### src/rtl/router_pkg.sv
// Shared definitions for the router ingress packet transmitter:
// header field widths, the illegal address, FSM states and header packing.
package router_pkg;

    localparam int ADDR_W = 2;
    localparam int LEN_W  = 6;

    localparam logic [ADDR_W-1:0] ADDR_ILLEGAL = 2'b11;

    typedef enum logic [2:0] {
        IDLE,
        LOAD,
        HDR,
        PAYLOAD,
        PARITY,
        WAIT_ERR,
        DONE
    } tx_state_t;

    function automatic logic [7:0] pack_header(
        input logic [LEN_W-1:0]  len,
        input logic [ADDR_W-1:0] addr
    );
        return {len, addr};
    endfunction

endpackage

### src/rtl/router_tx_buf.sv
// Payload store for the transmitter: single-clock RAM,
// one write port, one combinational read port.
module router_tx_buf #(
    parameter int DEPTH = 64,
    parameter int AW    = 6
) (
    input  logic          clock,
    input  logic          we,
    input  logic [AW-1:0] waddr,
    input  logic [7:0]    wdata,
    input  logic [AW-1:0] raddr,
    output logic [7:0]    rdata
);

    logic [7:0] mem [DEPTH];

    always_ff @(posedge clock) begin
        if (we) begin
            mem[waddr] <= wdata;
        end
    end

    assign rdata = mem[raddr];

endmodule

### src/rtl/router_pkt_tx.sv
// Store-and-forward packet source for the 1x3 router ingress.
// Define ROUTER_TX_ERR_INJECT_EN to add inject_err (inverted parity byte).
module router_pkt_tx
    import router_pkg::*;
#(
    parameter int MAX_LEN  = 63,
    parameter int ERR_WAIT = 3
) (
    input  logic              clock,
    input  logic              resetn,
    input  logic              cmd_valid,
    output logic              cmd_ready,
    input  logic [ADDR_W-1:0] cmd_addr,
    input  logic [LEN_W-1:0]  cmd_len,
`ifdef ROUTER_TX_ERR_INJECT_EN
    input  logic              inject_err,
`endif
    input  logic              pl_valid,
    input  logic [7:0]        pl_data,
    output logic              pl_ready,
    input  logic              busy,
    input  logic              err_in,
    output logic              pkt_valid,
    output logic [7:0]        data_out,
    output logic              tx_done,
    output logic              tx_err
);

    localparam int AW = $clog2(MAX_LEN + 1);
    localparam int CW = $clog2(ERR_WAIT + 1);

    tx_state_t         state, state_n;
    logic [ADDR_W-1:0] addr_q;
    logic [LEN_W-1:0]  len_q;
    logic [7:0]        parity_q;
    logic [AW-1:0]     wr_ptr, rd_ptr, last;
    logic [CW-1:0]     err_cnt;
    logic              err_q, inj_q, rdy_q;
    logic              legal, take, pl_fire;
    logic [7:0]        rd_data;

    assign legal   = (cmd_addr != ADDR_ILLEGAL) && (cmd_len != '0);
    assign take    = ~busy;
    assign pl_fire = pl_valid & pl_ready;
    assign last    = AW'(len_q - LEN_W'(1));

    router_tx_buf #(
        .DEPTH (MAX_LEN + 1),
        .AW    (AW)
    ) u_buf (
        .clock (clock),
        .we    (pl_fire),
        .waddr (wr_ptr),
        .wdata (pl_data),
        .raddr (rd_ptr),
        .rdata (rd_data)
    );

    always_comb begin
        state_n   = state;
        cmd_ready = 1'b0;
        pl_ready  = 1'b0;
        pkt_valid = 1'b0;
        data_out  = '0;
        tx_done   = 1'b0;
        tx_err    = 1'b0;
        unique case (state)
            IDLE: begin
                cmd_ready = rdy_q;
                if (cmd_valid && rdy_q) begin
                    state_n = legal ? LOAD : DONE;
                end
            end
            LOAD: begin
                pl_ready = 1'b1;
                if (pl_valid && wr_ptr == last) begin
                    state_n = HDR;
                end
            end
            HDR: begin
                pkt_valid = 1'b1;
                data_out  = pack_header(len_q, addr_q);
                if (take) begin
                    state_n = PAYLOAD;
                end
            end
            PAYLOAD: begin
                pkt_valid = 1'b1;
                data_out  = rd_data;
                if (take && rd_ptr == last) begin
                    state_n = PARITY;
                end
            end
            PARITY: begin
                data_out = inj_q ? ~parity_q : parity_q;
                if (take) begin
                    state_n = WAIT_ERR;
                end
            end
            WAIT_ERR: begin
                if (take && err_cnt == CW'(ERR_WAIT - 1)) begin
                    state_n = DONE;
                end
            end
            DONE: begin
                tx_done = 1'b1;
                tx_err  = err_q;
                state_n = IDLE;
            end
            default: state_n = IDLE;
        endcase
    end

    always_ff @(posedge clock or negedge resetn) begin
        if (!resetn) begin
            state    <= IDLE;
            addr_q   <= '0;
            len_q    <= '0;
            parity_q <= '0;
            wr_ptr   <= '0;
            rd_ptr   <= '0;
            err_cnt  <= '0;
            err_q    <= 1'b0;
            inj_q    <= 1'b0;
            rdy_q    <= 1'b0;
        end else begin
            state <= state_n;
            rdy_q <= 1'b1;
            if (cmd_valid && cmd_ready) begin
                addr_q   <= cmd_addr;
                len_q    <= cmd_len;
                parity_q <= pack_header(cmd_len, cmd_addr);
                wr_ptr   <= '0;
                rd_ptr   <= '0;
                err_q    <= ~legal;
`ifdef ROUTER_TX_ERR_INJECT_EN
                inj_q    <= inject_err;
`else
                inj_q    <= 1'b0;
`endif
            end
            if (pl_fire) begin
                wr_ptr   <= wr_ptr + AW'(1);
                parity_q <= parity_q ^ pl_data;
            end
            if (state == PAYLOAD && take) begin
                rd_ptr <= rd_ptr + AW'(1);
            end
            if (state == PARITY) begin
                err_cnt <= '0;
            end
            // err_in is watched every cycle of the window, busy or not
            if (state == WAIT_ERR) begin
                err_q <= err_q | err_in;
                if (take) begin
                    err_cnt <= err_cnt + CW'(1);
                end
            end
        end
    end

endmodule

### config.mk
export PLATFORM = sky130hd
export DESIGN_NAME = router_pkt_tx
export DESIGN_NICKNAME = d
export VERILOG_FILES = /design/src/rtl/router_pkg.sv /design/src/rtl/router_tx_buf.sv /design/src/rtl/router_pkt_tx.sv
export SDC_FILE = /design/constraint.sdc
export NUM_CORES = 1
export LEC_CHECK = 0
export ABC_AREA = 1
export ABC_CLOCK_PERIOD_IN_PS = 5300
export BUFFER_PORTS_ARGS = -buffer_cell sky130_fd_sc_hd__buf_4
export CAP_MARGIN = 30
export CORE_MARGIN = 5
export CORE_UTILIZATION = 65
export CTS_CLUSTER_SIZE = 12
export DETAILED_ROUTE_END_ITERATION = 7
export PLACE_DENSITY = 0.8
export SYNTH_ARGS = -nofsm -noshare
export SYNTH_HDL_FRONTEND = slang
export SYNTH_HIERARCHICAL = 1
export SYNTH_SLANG_ARGS = --single-unit
### constraint.sdc
create_clock -name clock -period 5.3 [get_ports clock]
set_clock_uncertainty 0.1 [all_clocks]
set_input_delay 0.265 -clock clock [delete_from_list [all_inputs] [get_ports clock]]
set_output_delay 0.265 -clock clock [all_outputs]
set_load 0.01 [all_outputs]
# Yosys cells after proc, flatten, opt, wreduce, memory -nomap -nowiden
# Memory sizes are Yosys's and may differ from the RTL's.
# Cells that the tools add are included.
# W data, S select, Z words.
# classes
eq_ne	16
shifts	0
bitwise	5
mul	0
reduce_logical	14
n_addsub	4
mux	26
n_div	0
n_lt_le_gt_ge	0
# ops
op	n
$pmux W8 S3	1
$mux W3	7
$mux W6	3
$pmux W3 S6	1
$mux W8	2
$ne A2 B2 Y1 const B	7
$add A6 B1 Y6 const B	2
$eq A6 B6 Y1	2
$eq A3 B3 Y1 const B	3
$mux W1	9
$xor A8 B8 Y8	1
$logic_and A1 B1 Y1	7
$eq A3 B2 Y1 const B	2
$mux W2	3
$reduce_and A6 Y1	1
$reduce_bool A2 Y1	3
$reduce_bool A6 Y1	1
$sub A6 B1 Y6 const B	1
$eq A3 B1 Y1 const B	1
$logic_not A3 Y1	1
$add A2 B1 Y2 const B	1
$eq A2 B2 Y1 const B	1
$not A1 Y1	2
$reduce_or A2 Y1	1
other kinds (2)	2
# totals
n_memories	1
ram_bits	512
ff_bits	35
output_inout_bits	13
latch_bits	0
romBits	0
# mem_list
memory	depth	word_bits	read_ports	rd_clocked_by_memory_dff	write_ports	line_no	text
u_buf.mem	64	8	1	0	1	router_tx_buf.sv:15	logic [7:0] mem [DEPTH];

# Logic depth before layout (Yosys ltp)
# Gate-level depths: netlist of run 1.
# depth
ltp_word	5
mapped_depth	15
mapped_depth_nobuf	15

# Hierarchy
# Netlist of run 1, hierarchy kept.
# by_module_without_submodules
module	area_per_inst_um2	seq_area_each_um2	instances	cells_each
router_tx_buf	21179.1	15374.7	1	1797
router_pkt_tx	2239.6	875.8	1	291

# Least setup slack after synthesis of run 1
# OpenSTA, ideal clock, no wires.
# synth_path
path_type	register to register
start	register state[0]
end	memory u_buf.mem[48][0] (enable)
slack_ns	2.379
required_ns	4.805
path_stages_with_launch	11
arrival_ns	2.427
path_cell_list	dfrtp_1 inv_2 nor2_2 inv_2 nor2_4 nand2_4 buf_6 clkinv_4 clkbuf_1 nand4_1 nor4_1
# synth_via
elab_chain_len	5
# synth_lines
element	line_no	text
start: declaration	router_pkt_tx.sv:32	tx_state_t state, state_n;
start signal: assignment	router_pkt_tx.sv:127	state <= state_n;
$eq A3 B1 Y1	router_pkt_tx.sv:67	unique case (state)
$mux W1	router_pkt_tx.sv:67	
net pl_ready	router_pkt_tx.sv:20	output logic pl_ready,
$and A1 B1 Y1	router_pkt_tx.sv:44	assign pl_fire = pl_valid & pl_ready;
net pl_fire	router_pkt_tx.sv:39	logic legal, take, pl_fire;
$mux W1	router_tx_buf.sv:18	if (we) begin
$mux W1 (not written as such)	router_tx_buf.sv:19	mem[waddr] <= wdata;
end: declaration	router_tx_buf.sv:15	
# The timed path passes the listed nets, and every way through them passes these cells.

# Worst setup path after layout of run 1
# layout_path
start	register rd_ptr[1]
end	output port data_out[6]
# layout_via
elab_chain_len	2
# layout_lines
element	line_no	text
start: declaration	router_pkt_tx.sv:36	logic [AW-1:0] wr_ptr, rd_ptr, last;
start signal: assignment	router_pkt_tx.sv:147	rd_ptr <= rd_ptr + AW'(1);
$mem_v2 Z64 W8	n/a	
net rd_data[6]	router_pkt_tx.sv:40	logic [7:0] rd_data;
$pmux W8 S3	router_pkt_tx.sv:67	
end: declaration	router_pkt_tx.sv:24	output logic [7:0] data_out,
# The timed path passes the listed nets, and every way through them passes these cells.

==> results.rst, run 1 <==
.. list-table::
   :header-rows: 1

   * - Metric
     - Value
   * - TritonCTS clock tree
     - built
   * - Unrepaired setup endpoints after global routing
     - false
   * - Cell type contributing the most total cell area after synthesis
     - sky130_fd_sc_hd__edfxtp_1
   * - Vias per cell
     - 6.27
   * - Longest individual stage delay on the worst path
     - 0.70 ns
   * - Number of I/O port buffers
     - 34
   * - Initial DRC Count
     - 2162
   * - Routed wire length
     - 56.0 mm
   * - Critical path's slowest cell
     - sky130_fd_sc_hd__inv_4
   * - Share of total power consumed by net switching
     - 34.8%
   * - Syn. warnings
     - 6
   * - Critical R2R Launch
     - state[0]
   * - Share of Yosys cell area claimed by the top area cell type
     - 65.7%
   * - Antenna violations before repair
     - 0
   * - First-pass detailed-route iteration total
     - 6
   * - Critical Path, Cell by Cell
     - inv_4 -> buf_4 -> nand3_1 -> nand3_1 -> nand2_1 -> nand2_1 -> nand3_1 -> nand3_1 -> nand2_1 -> nand2_1 -> o221ai_1 -> buf_4
   * - Routed met3 length
     - 5.67 mm
   * - Footprint of the multi-input gates
     - 0.00610 sq mm
   * - Arr. time, crit path
     - 3.81 ns
   * - Nets
     - 2118
   * - Capture instance of the worst register-to-register path
     - u_buf/mem[1][3]
   * - Maximum number of pins on one net before global-route repair
     - 263
   * - Die Height
     - 200 um
   * - Flip-flop and latch count after synthesis
     - 547
   * - Internal Dissipation
     - 7.81 mW
   * - Worst slew margin relative to its limit
     - -0.766%
   * - Final-report setup violation count
     - 0
   * - Startpoint type of the worst setup path
     - flip-flop
   * - Average size of a mapped cell
     - 11.2 sq um
   * - Most frequently used flop master after synthesis
     - sky130_fd_sc_hd__edfxtp_1
   * - CP required
     - 4.93 ns
   * - Final-report max-slew violation count
     - 39
   * - Share of power burned in the clock network
     - 28.9%
   * - Number of levels the H-tree was split into
     - 2
   * - Async set-reset flop share out of synthesis
     - 6.40%
   * - Psw
     - 4.17 mW
   * - Routed Antenna Nets
     - 0
   * - Max-capacitance violation count
     - 0
   * - Pwr dens
     - 473 mW/mm^2
   * - Cell family with the largest share of critical-path delay
     - buffers and inverters
   * - DRC violations left
     - 0
   * - Clock Sinks
     - 547
   * - Pin slew with the least headroom to its limit
     - 1.51 ns
   * - Sequential fraction of the synthesis area
     - 69.4%
   * - Maximum root-to-sink buffer count
     - 3
   * - Worst-path fanout max
     - 64
   * - Highest metal layer used by the detailed router
     - met4
   * - Worst supply voltage drop on vdd
     - 0.000381 V
   * - Post-detail-place hpwl
     - 30.8 mm
   * - Wire length on met2
     - 27.0 mm
   * - Combinational share of power
     - 29.2%
   * - DRT met1 WL
     - 21.2 mm
   * - Startpoint of the most critical setup path
     - rd_ptr[1]
   * - Global-route wire length before repair
     - 86.4 mm
   * - Top-level I/O count
     - 35
   * - End point of the critical path
     - data_out[6]
   * - Cells after synthesis
     - 2088
   * - Core Area
     - 0.0356 sq mm
   * - Combined buffer and inverter count along the critical path
     - 3
   * - Number of buffers created by CTS
     - 54
   * - Total global routing overflow
     - 0
   * - Ratio of final minimum period to clock period
     - 78.9%
   * - Sequential cell area
     - 0.0163 sq mm
   * - Highest attainable clock frequency
     - 0.239 GHz
   * - Total via count in the routed design
     - 16.3k
   * - Outcome
     - finished with violations
   * - Area of the die
     - 0.0399 sq mm
   * - Kind of end point of the critical path
     - primary output
   * - FP Rows
     - 69
   * - Count of different cell masters after synthesis
     - 40
   * - Proportion of layout cells with a drive suffix above 1
     - 6.99%
   * - Leakage
     - 9.24 nW
   * - Violated checks
     - slew limit
   * - Type of the worst setup path
     - flip-flop to primary output
   * - Final Total Pwr
     - 12.0 mW
   * - Routed wire length per instance
     - 21.6 um
   * - Classification of the worst-slack hold path
     - input pin to asynchronous set/reset pin
   * - Post-synthesis to final-layout area growth
     - 8.16%
   * - Post-synth net total
     - 2114
   * - Clock-pin slew of the registers on the worst-case setup and hold paths
     - 0.06 ns
   * - Synthesized cell area
     - 0.0234 sq mm
   * - EDFF count, synth
     - 512
   * - Final hold violations
     - 0
   * - Sequential share of power
     - 41.9%
   * - FILL cells
     - 2392
   * - Worst reg2reg setup slack
     - 1.88 ns
   * - Skew-Pair Late Insertion Delay
     - 0.60 ns
   * - Starting utilization of the core area
     - 65.8%
   * - Root buffer cell
     - sky130_fd_sc_hd__clkbuf_16
   * - WP depth
     - 12
   * - Final TNS setup
     - 0 ns
   * - Final critical-path required period
     - 4.18 ns
   * - Post-CTS setup buffers
     - 0
   * - Top cells by area, synth
     - sky130_fd_sc_hd__edfxtp_1, sky130_fd_sc_hd__nand2_1, sky130_fd_sc_hd__nand3_1
   * - Die width
     - 200 um
   * - Final Wtd Congestion
     - 0.876
   * - Ant. Diodes
     - 0
   * - Number of global-route vias before repair
     - 15.6k
   * - Logic depth of the worst register-to-register path
     - 8
   * - Overall track demand over capacity in global routing
     - 28.2%
## Yosys cell counts (2+ instances only)
master                       n
sky130_fd_sc_hd__ha_1        4
sky130_fd_sc_hd__nor2_4      3
sky130_fd_sc_hd__buf_8       2
sky130_fd_sc_hd__nand2_1   716
sky130_fd_sc_hd__o32ai_1     2
sky130_fd_sc_hd__o21ai_1     3
sky130_fd_sc_hd__buf_6      37
sky130_fd_sc_hd__nor4_1      9
sky130_fd_sc_hd__nand3_1   469
sky130_fd_sc_hd__buf_2      39
sky130_fd_sc_hd__inv_2       6
sky130_fd_sc_hd__nand2_2     5
sky130_fd_sc_hd__o221ai_1   16
sky130_fd_sc_hd__o21ai_0    14
sky130_fd_sc_hd__edfxtp_1  512
sky130_fd_sc_hd__nand2_4     2
sky130_fd_sc_hd__inv_1      46
sky130_fd_sc_hd__buf_4      15
sky130_fd_sc_hd__nor2_1     77
sky130_fd_sc_hd__nor2_2      3
sky130_fd_sc_hd__o22ai_1     2
sky130_fd_sc_hd__a21oi_1     7
sky130_fd_sc_hd__clkbuf_1   16
sky130_fd_sc_hd__xnor2_1     8
sky130_fd_sc_hd__nand3_2     3
sky130_fd_sc_hd__nor3_1      2
sky130_fd_sc_hd__dfrtp_1    35
sky130_fd_sc_hd__buf_1      10
sky130_fd_sc_hd__nand4_1    14
## layer usage
layer / global-route usage [%] / up-vias
li1: - / 7310
met1: 39.0 / 7787
met2: 45.6 / 1001
met3: 4.98 / 152
met4: 10.8 / 0
met5: 0 / -
## final cells by class
type,count,share of cell area (%)
inverter,55,0.874
sequential,547,64.2
clock inverter,9,0.267
clock buffer,86,5.97
multi-input combinational,1367,24.1
tap,461,2.28
timing repair buffer,67,2.35
## power groups by stage
stage	registers, mW	logic [mW]	clock network, mW
2_1_floorplan	5.03	2.52	0
3_3_place_gp	5.09	3.26	0
3_5_place_dp	5.10	3.37	0
4_1_cts	5.01	3.41	3.49
5_1_grt	5.03	3.78	3.70
6_report	5.02	3.50	3.46
## state kept, by name (all words and copies together), names as in the netlist
register,flops
err_cnt,2
len_q,6
parity_q,8
state,3
err_q,1
wr_ptr,6
rd_ptr,6
addr_q,2
rdy_q,1
u_buf/mem,512
## logic make-up (layout without fill, tap and decap cells)
kind of cell	Yosys count	in the layout	synth area share, %
buffers and inverters	174	217	4.57
flip-flops	547	547	69.4
XOR/XNOR	9	9	0.337
multiplexers	1	1	0.0427
other	1	1	0.0160
AO/OA/AOI/OAI	46	46	1.30
adder cells (fa/ha/maj)	4	4	0.214
AND/OR/NAND/NOR	1306	1306	24.1
## through the flow
stage / hold WS [ns] / util [%] / std cells / area (sq um) / setup WS (ns)
floorplan: -0.131 / - / 2088 / 23400 / 2.38
global placement: 0.144 / 66.3 / 2483 / 23600 / 1.85
detailed placement: 0.149 / 66.4 / 2485 / 23600 / 1.79
CTS: 0.0588 / 71.2 / 2592 / 25300 / 1.14
global route: 0.109 / 71.2 / 2592 / 25300 / 1.03
finish: 0.0638 / 71.2 / 2592 / 25300 / 1.12
## layout by cell type (no fill, tap or decap), types with 2 or more instances in the layout
cell type and n:
sky130_fd_sc_hd__a21oi_1 7, sky130_fd_sc_hd__buf_12 5, sky130_fd_sc_hd__buf_4 50, sky130_fd_sc_hd__clkbuf_1 29, sky130_fd_sc_hd__clkbuf_16 55, sky130_fd_sc_hd__clkbuf_8 2, sky130_fd_sc_hd__clkinv_1 3, sky130_fd_sc_hd__clkinv_2 3
sky130_fd_sc_hd__clkinv_4 2, sky130_fd_sc_hd__clkinv_8 2, sky130_fd_sc_hd__dfrtp_1 32, sky130_fd_sc_hd__dfrtp_4 2, sky130_fd_sc_hd__dlygate4sd3_1 12, sky130_fd_sc_hd__edfxtp_1 512, sky130_fd_sc_hd__ha_1 4, sky130_fd_sc_hd__inv_1 45
sky130_fd_sc_hd__inv_2 6, sky130_fd_sc_hd__inv_4 2, sky130_fd_sc_hd__nand2_1 716, sky130_fd_sc_hd__nand2_2 5, sky130_fd_sc_hd__nand2_4 2, sky130_fd_sc_hd__nand3_1 469, sky130_fd_sc_hd__nand3_2 3, sky130_fd_sc_hd__nand4_1 14
sky130_fd_sc_hd__nor2_1 77, sky130_fd_sc_hd__nor2_2 3, sky130_fd_sc_hd__nor2_4 3, sky130_fd_sc_hd__nor3_1 2, sky130_fd_sc_hd__nor4_1 9, sky130_fd_sc_hd__o21ai_0 14, sky130_fd_sc_hd__o21ai_1 3, sky130_fd_sc_hd__o221ai_1 16
sky130_fd_sc_hd__o22ai_1 2, sky130_fd_sc_hd__o32ai_1 2, sky130_fd_sc_hd__xnor2_1 8
## repair_timing
item,4_1_cts,5_1_grt
endpoints found under the hold margin,61,0
hold buffers,12,0
gates resized for setup,0,0
## how the worst min path moves through the flow
| stage | start | to | slack [ns] | depth (start not counted) |
|---|---|---|---|---|
| floorplan | resetn | addr_q[0] | -0.13 | 0 |
| global placement | resetn | parity_q[1] | 0.14 | 1 |
| detailed placement | resetn | parity_q[1] | 0.15 | 1 |
| CTS | resetn | parity_q[7] | 0.06 | 2 |
| global route | resetn | len_q[5] | 0.11 | 2 |
| finish | resetn | parity_q[1] | 0.06 | 2 |
Power figures use the tool's default switching activity.
==> run 2, diff against run 1 <==
- ABC_CLOCK_PERIOD_IN_PS: 5300 -> 3500
- CORE_UTILIZATION: 65 -> 57
- PLACE_DENSITY: 0.8 -> 0.74
- clock period: 5.3 -> 3.5 ns (I/O delays scaled with it)
==> run 2 against run 1 <==
Core utilization decreased by 7.0 points. Hold slack improved by 0.019 ns. Die area increased by 13%. Setup slack got worse by 0.96 ns. Sequential share of layout area shrank 2.0 points. Via count rose by 0.17%. Non-clock buffer count up 73. Cell count grew 5.6%. First-iteration DRC count is 7.3% higher. Critical path depth increased by 1. The flow now finishes without violations. Final area grew 3.3%. Clock power up 57%.
==> results.rst, run 2 (synthesis results as in run 1) <==
.. list-table::
   :header-rows: 1

   * - Metric
     - Value
   * - Kind of end point of the critical path
     - primary output
   * - Number of global-route vias before repair
     - 15.7k (+0.40%)
   * - Nets
     - 2192 (+3.5%)
   * - Initial DRC Count
     - 2320 (+7.3%)
   * - Startpoint type of the worst setup path
     - flip-flop
   * - Post-synthesis to final-layout area growth
     - 11.7%
   * - Ant. Diodes
     - 0 (unchanged)
   * - Critical path's slowest cell
     - sky130_fd_sc_hd__dfrtp_4
   * - Skew-Pair Late Insertion Delay
     - 0.61 ns (about the same)
   * - Most numerous cell on the critical path
     - sky130_fd_sc_hd__nand2_1
   * - Worst-path fanout max
     - 60 (-6.3%)
   * - Classification of the worst-slack hold path
     - input pin to flip-flop
   * - Final TNS setup
     - 0 ns (unchanged)
   * - Registers with the most flip-flops
     - u_buf/mem x512, parity_q x8
   * - FP Rows
     - 74 (+7.2%)
   * - Post-CTS setup buffers
     - 0 (unchanged)
   * - Worst hold start
     - pl_data[3]
   * - Reg with most FFs
     - u_buf/mem
   * - Number of buffers created by CTS
     - 55 (+1.9%)
   * - Final hold violations
     - 0 (unchanged)
   * - Final critical-path required period
     - 3.34 ns
   * - Pin slew with the least headroom to its limit
     - 0.928 ns (-0.583 ns)
   * - Final Wtd Congestion
     - 0.920 (+5.0%)
   * - Clock Sinks
     - 547 (unchanged)
   * - Max-capacitance violation count
     - 0 (unchanged)
   * - Longest individual stage delay on the worst path
     - 0.56 ns (-0.14 ns)
   * - Pwr dens
     - 707 mW/mm^2 (+49%)
   * - Root buffer cell
     - sky130_fd_sc_hd__clkbuf_16
   * - Critical R2R Launch
     - state[0]
   * - Clock-pin slew of the registers on the worst-case setup and hold paths
     - 0.06 ns (about the same)
   * - Routed Antenna Nets
     - 0 (unchanged)
   * - Final-report setup violation count
     - 0 (unchanged)
   * - Core Area
     - 0.0407 sq mm (+15%)
   * - Final Non-Filler Cells
     - 2738 (+5.6%)
   * - Unrepaired setup endpoints after global routing
     - false
   * - Number of levels the H-tree was split into
     - 2 (unchanged)
   * - Die Height
     - 213 um (+6.4%)
   * - FILL cells
     - 3093 (+29%)
   * - Area of the die
     - 0.0452 sq mm (+13%)
   * - Post-detail-place hpwl
     - 34.0 mm (+10%)
   * - Type of the worst setup path
     - flip-flop to primary output
   * - DRC violations left
     - 0 (unchanged)
   * - Vias per cell
     - 5.95 (-5.2%)
   * - First-pass detailed-route iteration total
     - 6 (unchanged)
   * - Top-level I/O count
     - 35 (unchanged)
   * - Maximum root-to-sink buffer count
     - 3 (unchanged)
   * - Routed wire length
     - 59.7 mm (+6.5%)
   * - Total global routing overflow
     - 0 (unchanged)
   * - Final core utilization
     - 64.2% (-7.0 points)
   * - Worst slew margin relative to its limit
     - 38.1% (+39 points)
   * - Smallest hold slack
     - 0.0831 ns (+0.0193 ns)
   * - TritonCTS clock tree
     - built
   * - Maximum number of pins on one net before global-route repair
     - 133 (-49%)
   * - Highest attainable clock frequency
     - 0.299 GHz
   * - Overall track demand over capacity in global routing
     - 26.3% (-1.9 points)
   * - Global-route wire length before repair
     - 90.4 mm (+4.7%)
   * - Most common library cell in the layout ignoring fill and taps
     - sky130_fd_sc_hd__nand2_1
   * - Arr. time, crit path
     - 3.06 ns (-0.75 ns)
   * - Most frequent cells in the layout
     - sky130_fd_sc_hd__nand2_1, sky130_fd_sc_hd__edfxtp_1, sky130_fd_sc_hd__nand3_1
   * - Outcome
     - finished clean
   * - Routed wire length per instance
     - 21.8 um (+0.85%)
   * - Flip-flop count of the largest register, all copies and words added
     - 512 (unchanged)
   * - Proportion of layout cells with a drive suffix above 1
     - 9.79% (+2.8 points)
   * - Final-report max-slew violation count
     - 0 (-100%)
   * - CP required
     - 3.22 ns (-1.71 ns)
   * - Total via count in the routed design
     - 16.3k (+0.17%)
   * - Die width
     - 213 um (+6.4%)
   * - Worst supply voltage drop on vdd
     - 0.000539 V (+41%)
   * - Starting utilization of the core area
     - 57.5% (-8.4 points)
   * - Antenna violations before repair
     - 0 (unchanged)
   * - Leakage
     - 9.68 nW (+4.8%)
   * - Ratio of final minimum period to clock period
     - 95.4%
   * - Startpoint of the most critical setup path
     - rd_ptr[0]
   * - Cell count after placement
     - 2619 (+5.4%)
   * - Number of I/O port buffers
     - 34 (unchanged)
   * - Critical Path, Cell by Cell
     - clkinv_8 -> buf_12 -> nand2_1 -> nand3_1 -> nand3_1 -> nand2_1 -> nand2_1 -> nand3_1 -> nand3_1 -> nand2_1 -> nand2_1 -> o221ai_1 -> buf_4
-- run 2: cell types whose count changed in the layout (fill, tap and decap cells not counted), moves of 2 or more --
| cell | change |
|---|---|
| sky130_fd_sc_hd__clkbuf_1 | -3 |
| sky130_fd_sc_hd__dlygate4sd3_1 | +8 |
| sky130_fd_sc_hd__buf_6 | +2 |
| sky130_fd_sc_hd__clkinv_1 | +3 |
| sky130_fd_sc_hd__buf_12 | +4 |
| sky130_fd_sc_hd__bufinv_16 | +2 |
| sky130_fd_sc_hd__buf_4 | +56 |
| sky130_fd_sc_hd__clkbuf_16 | +2 |
-- run 2: metal layers --
metal | track usage [%] | wire, um
met1 | 36.8 | 23400
met2 | 42.0 | 28400
met3 | 5.01 | 5700
met4 | 9.34 | 2200
met5 | 0 | 0
-- run 2: cell type report --
class	instances	area (sq um)	area share, %
Sequential cell	547	16300	62.2
Multi-Input combinational cell	1367	6100	23.3
Clock buffer	83	1510	5.78
Timing Repair Buffer	140	1270	4.84
Tap cell	532	666	2.54
Inverter	55	229	0.875
Clock inverter	14	130	0.497
-- run 2: metrics by stage --
stage / instance area [sq um] / worst slack [ns] / total power [mW]
6_report: 26200 / 0.161 / 18.5
3_3_place_gp: 24200 / 0.567 / 12.8
3_5_place_dp: 24200 / 0.519 / 12.9
5_1_grt: 26200 / 0.0235 / 19.3
2_1_floorplan: 23400 / 0.579 / 11.4
4_1_cts: 26100 / 0.0714 / 18.4
-- run 2: worst paths after layout --
check | depth (start not counted) | slack, ns | end
max | 13 | 0.16 | data_out[3]
min | 1 | 0.08 | u_buf/mem[30][3]
max reg2reg | 8 | 0.51 | u_buf/mem[13][3]
min reg2reg | 1 | 0.40 | err_cnt[0]
max in group asynchronous | 4 | 2.55 | rd_ptr[1]
min in group asynchronous | 4 | 0.54 | state[1]
-- run 2: repair_timing --
| item | CTS | global route |
|---|---|---|
| gates resized for setup | 0 | 7 |
| hold buffers | 21 | 0 |
| endpoints found under the setup margin | 0 | 8 |
| endpoints found under the hold margin | 66 | 0 |
-- run 2: critical path, delay by kind of cell, from the launching register on --
family,cells,cell delay (ns)
AOI/OAI and AO/OA,1,0.12
buffers and inverters,3,0.68
DFF,1,0.56
and+or+nand+nor,9,1.03
-- run 2: power breakdown --
group | total, mW | switching (mW) | leakage [nW] | internal [mW]
Clock | 5.44 | 2.33 | 0.789 | 3.11
Combinational | 5.46 | 3.83 | 3.85 | 1.63
Sequential | 7.59 | 0.229 | 5.04 | 7.36
